$ cat src/rtl/priority_encoder_pkg.sv
// Shared types and sizes for the 8-to-3 registered priority encoder.
package priority_encoder_pkg;
  localparam int unsigned IDX_W = 3;
  localparam int unsigned N_REQ = 8;

  typedef enum logic {
    IDLE,
    PRESENT
  } state_e;
endpackage

$ cat src/rtl/priority_encoder_if.sv
// Request/code bus of the priority encoder; fev/fodd exist only with PRIORITY_ENCODER_PARITY_OUT_EN.
interface priority_encoder_if;
  import priority_encoder_pkg::*;

  logic [N_REQ-1:0] req_n;
  logic             ei_n;
  logic             ack;
  logic [IDX_W-1:0] code;
  logic             gs_n;
  logic             eo_n;
`ifdef PRIORITY_ENCODER_PARITY_OUT_EN
  logic             fev;
  logic             fodd;

  modport master (output req_n, ei_n, ack, input code, gs_n, eo_n, fev, fodd);
  modport slave  (input req_n, ei_n, ack, output code, gs_n, eo_n, fev, fodd);
`else
  modport master (output req_n, ei_n, ack, input code, gs_n, eo_n);
  modport slave  (input req_n, ei_n, ack, output code, gs_n, eo_n);
`endif
endinterface

$ cat src/rtl/prio_find8.sv
// Combinational search: index of the highest set bit of an 8-bit mask, plus an any-set flag.
module prio_find8
  import priority_encoder_pkg::*;
(
  input  logic [N_REQ-1:0] mask,
  output logic [IDX_W-1:0] idx,
  output logic             any
);

  // Ascending scan: the last hit, i.e. the highest set bit, wins.
  always_comb begin
    idx = '0;
    any = |mask;
    for (int unsigned i = 0; i < N_REQ; i++) begin
      if (mask[i]) idx = IDX_W'(i);
    end
  end

endmodule

$ cat src/rtl/priority_encoder_8to3.sv
// Registered 8-to-3 priority encoder with synchronized active-low requests and ack handshake.
// Optional parity outputs fev/fodd under macro PRIORITY_ENCODER_PARITY_OUT_EN.
module priority_encoder_8to3
  import priority_encoder_pkg::*;
#(
  parameter int unsigned SYNC_STAGES = 2
) (
  input logic               clk,
  input logic               rst_n,
  priority_encoder_if.slave bus
);

  logic [SYNC_STAGES-1:0][N_REQ-1:0] sync_q, sync_d;
  logic [N_REQ-1:0] req_act, act_prev_q, act_prev_d, new_req;
  logic [N_REQ-1:0] pending_q, pending_d, clr, remain, find_mask;
  state_e           state_q, state_d;
  logic [IDX_W-1:0] code_q, code_d, find_idx;
  logic             gs_n_q, gs_n_d, eo_n_q, eo_n_d, find_any;

  assign req_act = ~sync_q[SYNC_STAGES-1];
  // Only fresh assertions join pending while presenting; a served line held low waits for IDLE.
  assign new_req = req_act & ~act_prev_q;
  assign clr     = N_REQ'(1) << code_q;
  assign remain  = (pending_q & ~clr) | new_req;
  assign find_mask = (state_q == IDLE) ? req_act : remain;

  prio_find8 u_find (
    .mask (find_mask),
    .idx  (find_idx),
    .any  (find_any)
  );

  always_comb begin
    sync_d    = sync_q;
    sync_d[0] = bus.req_n;
    for (int unsigned i = 1; i < SYNC_STAGES; i++) sync_d[i] = sync_q[i-1];
  end

  always_comb begin
    state_d = state_q;
    if (bus.ei_n) begin
      state_d = IDLE;
    end else begin
      case (state_q)
        IDLE:    if (find_any) state_d = PRESENT;
        PRESENT: if (bus.ack && !find_any) state_d = IDLE;
        default: state_d = IDLE;
      endcase
    end
  end

  always_comb begin
    pending_d  = pending_q;
    code_d     = code_q;
    gs_n_d     = gs_n_q;
    act_prev_d = req_act;
    eo_n_d     = ~(~bus.ei_n & (state_q == IDLE) & ~|req_act);
    if (bus.ei_n) begin
      pending_d = '0;
      code_d    = '0;
      gs_n_d    = 1'b1;
    end else begin
      case (state_q)
        IDLE: begin
          if (find_any) begin
            pending_d = req_act;
            code_d    = find_idx;
            gs_n_d    = 1'b0;
          end
        end
        PRESENT: begin
          if (bus.ack) begin
            pending_d = remain;
            if (find_any) begin
              code_d = find_idx;
            end else begin
              code_d = '0;
              gs_n_d = 1'b1;
            end
          end else begin
            pending_d = pending_q | new_req;
          end
        end
        default: begin
          pending_d = '0;
          code_d    = '0;
          gs_n_d    = 1'b1;
        end
      endcase
    end
  end

  always_ff @(posedge clk or negedge rst_n) begin
    if (!rst_n) begin
      sync_q     <= '1;
      act_prev_q <= '0;
      pending_q  <= '0;
      state_q    <= IDLE;
      code_q     <= '0;
      gs_n_q     <= 1'b1;
      eo_n_q     <= 1'b1;
    end else begin
      sync_q     <= sync_d;
      act_prev_q <= act_prev_d;
      pending_q  <= pending_d;
      state_q    <= state_d;
      code_q     <= code_d;
      gs_n_q     <= gs_n_d;
      eo_n_q     <= eo_n_d;
    end
  end

  assign bus.code = code_q;
  assign bus.gs_n = gs_n_q;
  assign bus.eo_n = eo_n_q;

`ifdef PRIORITY_ENCODER_PARITY_OUT_EN
  logic fodd_q, fodd_d;

  always_comb fodd_d = ^code_d;

  always_ff @(posedge clk or negedge rst_n) begin
    if (!rst_n) fodd_q <= 1'b0;
    else        fodd_q <= fodd_d;
  end

  assign bus.fodd = fodd_q;
  assign bus.fev  = ~fodd_q;
`endif

endmodule

$ cat src/flat_wrapper.sv
// flat-port wrapper written by rule: the top's interface ports become plain ports
module priority_encoder_8to3_flat import priority_encoder_pkg::*;
#(
  parameter int unsigned SYNC_STAGES = 2
)
  (clk, rst_n, bus_req_n, bus_ei_n, bus_ack, bus_code, bus_gs_n, bus_eo_n);
  priority_encoder_if bus_i ();
  input logic clk;
  input logic rst_n;
  input wire logic [$bits(bus_i.req_n)-1:0] bus_req_n;
  input wire logic [$bits(bus_i.ei_n)-1:0] bus_ei_n;
  input wire logic [$bits(bus_i.ack)-1:0] bus_ack;
  output wire logic [$bits(bus_i.code)-1:0] bus_code;
  output wire logic [$bits(bus_i.gs_n)-1:0] bus_gs_n;
  output wire logic [$bits(bus_i.eo_n)-1:0] bus_eo_n;
  assign bus_i.req_n = bus_req_n;
  assign bus_i.ei_n = bus_ei_n;
  assign bus_i.ack = bus_ack;
  assign bus_code = bus_i.code;
  assign bus_gs_n = bus_i.gs_n;
  assign bus_eo_n = bus_i.eo_n;
  priority_encoder_8to3 #(.SYNC_STAGES(SYNC_STAGES)) u_core (.clk(clk), .rst_n(rst_n), .bus(bus_i));
endmodule
$ cat config.mk
export PLATFORM = sky130hd
export DESIGN_NAME = priority_encoder_8to3_flat
export DESIGN_NICKNAME = d
export VERILOG_FILES = /design/src/rtl/priority_encoder_pkg.sv /design/src/rtl/priority_encoder_if.sv /design/src/rtl/prio_find8.sv /design/src/rtl/priority_encoder_8to3.sv /design/src/flat_wrapper.sv
export SDC_FILE = /design/constraint.sdc
export NUM_CORES = 1
export LEC_CHECK = 0
export ABC_CLOCK_PERIOD_IN_PS = 2400
export CAP_MARGIN = 20
export CELL_PAD_IN_SITES_DETAIL_PLACEMENT = 1
export CELL_PAD_IN_SITES_GLOBAL_PLACEMENT = 1
export CORE_MARGIN = 3
export CORE_UTILIZATION = 43
export CTS_CLUSTER_DIAMETER = 80
export DETAILED_ROUTE_END_ITERATION = 16
export PLACE_DENSITY = 0.84
export SLEW_MARGIN = 10
export SYNTH_ARGS = -nofsm -noshare
export SYNTH_HDL_FRONTEND = slang
export SYNTH_HIERARCHICAL = 1
export SYNTH_SLANG_ARGS = --single-unit
export TNS_END_PERCENT = 1
$ cat constraint.sdc
create_clock -name clk -period 2.4 [get_ports clk]
set_input_delay 0.24 -clock clk [delete_from_list [all_inputs] [get_ports clk]]
set_output_delay 0.24 -clock clk [all_outputs]
set_load 0.03 [all_outputs]
==> out/metrics.cfg, run 1 <==
[final_layout]
finalInstanceArea_mm2 = 0.00176
final_common_cell = dfstp_2
nets = 153
drive_gt1_share_pct = 30.5
final_cell_mix = 18 x dfstp_2, 17 x dfrtp_1, 16 x clkdlybuf4s50_1
antenna_cells = 0
syn_to_final_growth_pct = 22.2

[worst_setup_path]
critPathRequiredTime_ns = 2.68
end_kind = register
crit_path_max_fanout = 10
criticalPathCategory = register to register
cp-start-kind = register
cp.arrival_ns = 2.57

[placed_design]
dpl-instance-area_mm2 = 0.00168
io_buffers = 16
place_hpwl_um = 2200
place_ws_ns = -0.0210
gp_congestion = 0.814

[logic_synthesis]
syn-num-nets = 126
ys_ff_latch = 38
yosys.area_share.adder_pct = 0
netlist_area_mm2 = 0.00144
synth_top_family_by_area = compound AO/OA/AOI/OAI gates
synth_mux_area_share_pct = 0.694
synth.avg_cell_area_um2 = 12.6
ys_types = 27
synthXorXnorAreaFrac_pct = 0
synthSimpleGateAreaFrac_pct = 8.85
netlist_instances = 114
synth-compound-area-share_pct = 18.6
yosys_warnings = 6
synth_seq_area_share_pct = 67.5

[sta]
slew_violations = 0
finalCritPeriodShare_pct = 95.5
finalWorstSetupSlack_ns = 0.108
worstMarginPinSlew_ns = 0.446
period_needed_ns = 2.29
fin_skew_ns = 0.0111
relSlewSlack_pct = 70.3
max_freq_mhz = 436
finalSetupViolCount = 0
finalHoldViolCount = 0
tns_ns = 0

[floorplan]
design.die.area_mm2 = 0.00408
rows = 20
die_w_um = 63.9
start_util_pct = 46.1
design.portCount = 17
die_h_um = 63.9
coreArea_mm2 = 0.00313

[clock_network]
cts-hold-fix-buffers = 0
clk_latency_ns = 0.34
cts-root-buf = clkbuf_4
ctsHtreeMaxLevel = 2
numCtsBuffers = 5
clkTransAtPathRegs_ns = 0.11
clk_path_buf_depth = 2
cts.sinks = 38
cts_tree = built

[drt]
drt_iter0_drc = 21
wl_per_cell_um = 16.5
routed_wirelength_um = 3060
vias_per_cell = 5.28
dr.pass1.iters = 4
detail-route-antenna-nets = 0
vias = 977
drcViolationCount = 0

[worst_hold_path]
min_path_type = primary input to asynchronous set/reset pin

[global_route]
grt_pass1_wl_um = 5060
grt_pass1_vias = 1017
track_usage_pct = 16.7
gr-total-overflow = 0
grt_max_degree = 39
antenna_found_initial = 0

[pwr]
vdd_drop_max_mv = 0.366
power.density_mw_per_mm2 = 688
p_total_mw = 1.21
p_leak_nw = 0.768

[run]
drv_cap = 0

[outcome]
outcome = finished clean

[metal layers]
| layer | vias to the layer above | wire [µm] | GRT usage, % |
|---|---|---|---|
| li1 | 460 | - | - |
| met2 | 28 | 1460 | 24.4 |
| met4 | 0 | 85 | 9.70 |
| met3 | 9 | 182 | 5.62 |
| met1 | 480 | 1320 | 21.6 |
| met5 | - | 0 | 0 |
[per-stage QoR]
step | utilization, % | cells | hold WS [ns]
2_1_floorplan | - | 114 | -0.0556
3_3_place_gp | 53.6 | 175 | 0.346
3_5_place_dp | 53.6 | 175 | 0.347
4_1_cts | 55.8 | 184 | 0.283
5_1_grt | 56.3 | 185 | 0.280
6_report | 56.3 | 185 | 0.286
[Yosys cell counts (all sizes together)]
cell | instances | share of area [%]
o21ai | 1 | 0.35
dfstp | 18 | 33
a21o | 1 | 0.52
inv | 12 | 3.1
nand3 | 1 | 0.35
nand4 | 3 | 1.3
a32oi | 3 | 1.8
a22o | 8 | 4.9
nand2b | 1 | 0.43
nor2 | 8 | 2.1
a31o | 7 | 4.3
dfrtp | 20 | 35
nor3 | 1 | 0.35
nor2b | 1 | 0.43
clkbuf | 2 | 0.52
mux2i | 1 | 0.69
buf | 2 | 0.69
a21oi | 13 | 4.8
or3b | 3 | 1.8
nand3b | 3 | 1.6
o311ai | 1 | 0.61
nand2 | 2 | 0.52
o31ai | 2 | 1.4
[kinds of logic (layout without fill, tap and decap cells)]
group | Yosys count | in the layout
simple gates | 23 | 23
mux | 1 | 1
buf+inv | 16 | 43
compound gates | 36 | 36
flops | 38 | 38
[registers in the layout, summed over array words and instances (netlist names)]
register,count
u_core/sync_d,8
u_core/state_q,1
u_core/pending_q,8
u_core/bus.code,3
u_core/sync_q,8
u_core/act_prev_q,8
u_core/bus.eo_n,1
u_core/bus.gs_n,1
[worst max-delay path: stages, from the launching register on]
cell     delay [ns]
dfrtp_2        0.48
or3b_1         0.39
a31o_1         0.28
nor2_1         0.19
nand4_1        0.14
mux2i_1        0.23
nor2b_1        0.21
buf_4          0.18
a22o_1         0.14
[cell type report]
class | instances | area [µm²]
well taps | 44 | 55.1
clock buffers | 7 | 55.1
fillers | 338 | 1370
inverters | 12 | 45.0
flip-flops and latches | 38 | 977
multi-input cells | 60 | 409
repair buffers | 24 | 220
[path summary, 6_finish.rpt]
path                                                     start                         endpoint  slack, ns  cells after the start
worst max-delay path            u_core/bus.code[0]$_DFFE_PN0P_  u_core/pending_q[5]$_DFFE_PN0P_       0.11                      8
worst min-delay path                                     rst_n  u_core/pending_q[6]$_DFFE_PN0P_       0.29                      2
worst max register to register  u_core/bus.code[0]$_DFFE_PN0P_  u_core/pending_q[5]$_DFFE_PN0P_       0.11                      8
worst min register to register     u_core/sync_d[11]$_DFF_PN1_      u_core/sync_q[11]$_DFF_PN1_       0.35                      0
max in group asynchronous                                rst_n      u_core/sync_q[13]$_DFF_PN1_       1.74                      2
min in group clk                                  bus_req_n[2]      u_core/sync_d[10]$_DFF_PN1_       0.29                      1
[power by group]
part / leakage [nW] / switching, mW / internal, mW
registers: 0.432 / 0.0313 / 0.692
clock network: 0.0314 / 0.188 / 0.138
logic: 0.305 / 0.0878 / 0.0751
total: 0.768 / 0.307 / 0.905
[what timing repair did]
| action | CTS | global route |
|---|---|---|
| buffers inserted | 2 | 1 |
| pin swaps | 1 | 0 |
| resized for setup | 0 | 4 |
| endpoints found under the setup margin | 8 | 8 |
(Power assumes the default switching activity.)
==> run 2, diff against run 1 <==
--- a/config.mk
+++ b/config.mk
@@ -11,8 +11,9 @@
 export CELL_PAD_IN_SITES_GLOBAL_PLACEMENT = 1
 export CORE_MARGIN = 3
 export CORE_UTILIZATION = 43
-export CTS_CLUSTER_DIAMETER = 80
+export CTS_CLUSTER_DIAMETER = 50
 export DETAILED_ROUTE_END_ITERATION = 16
+export HOLD_SLACK_MARGIN = 0.03
 export PLACE_DENSITY = 0.84
 export SLEW_MARGIN = 10
 export SYNTH_ARGS = -nofsm -noshare
==> results of run 2 <==
Final layout, timing and power as in run 1 (identical DEF).
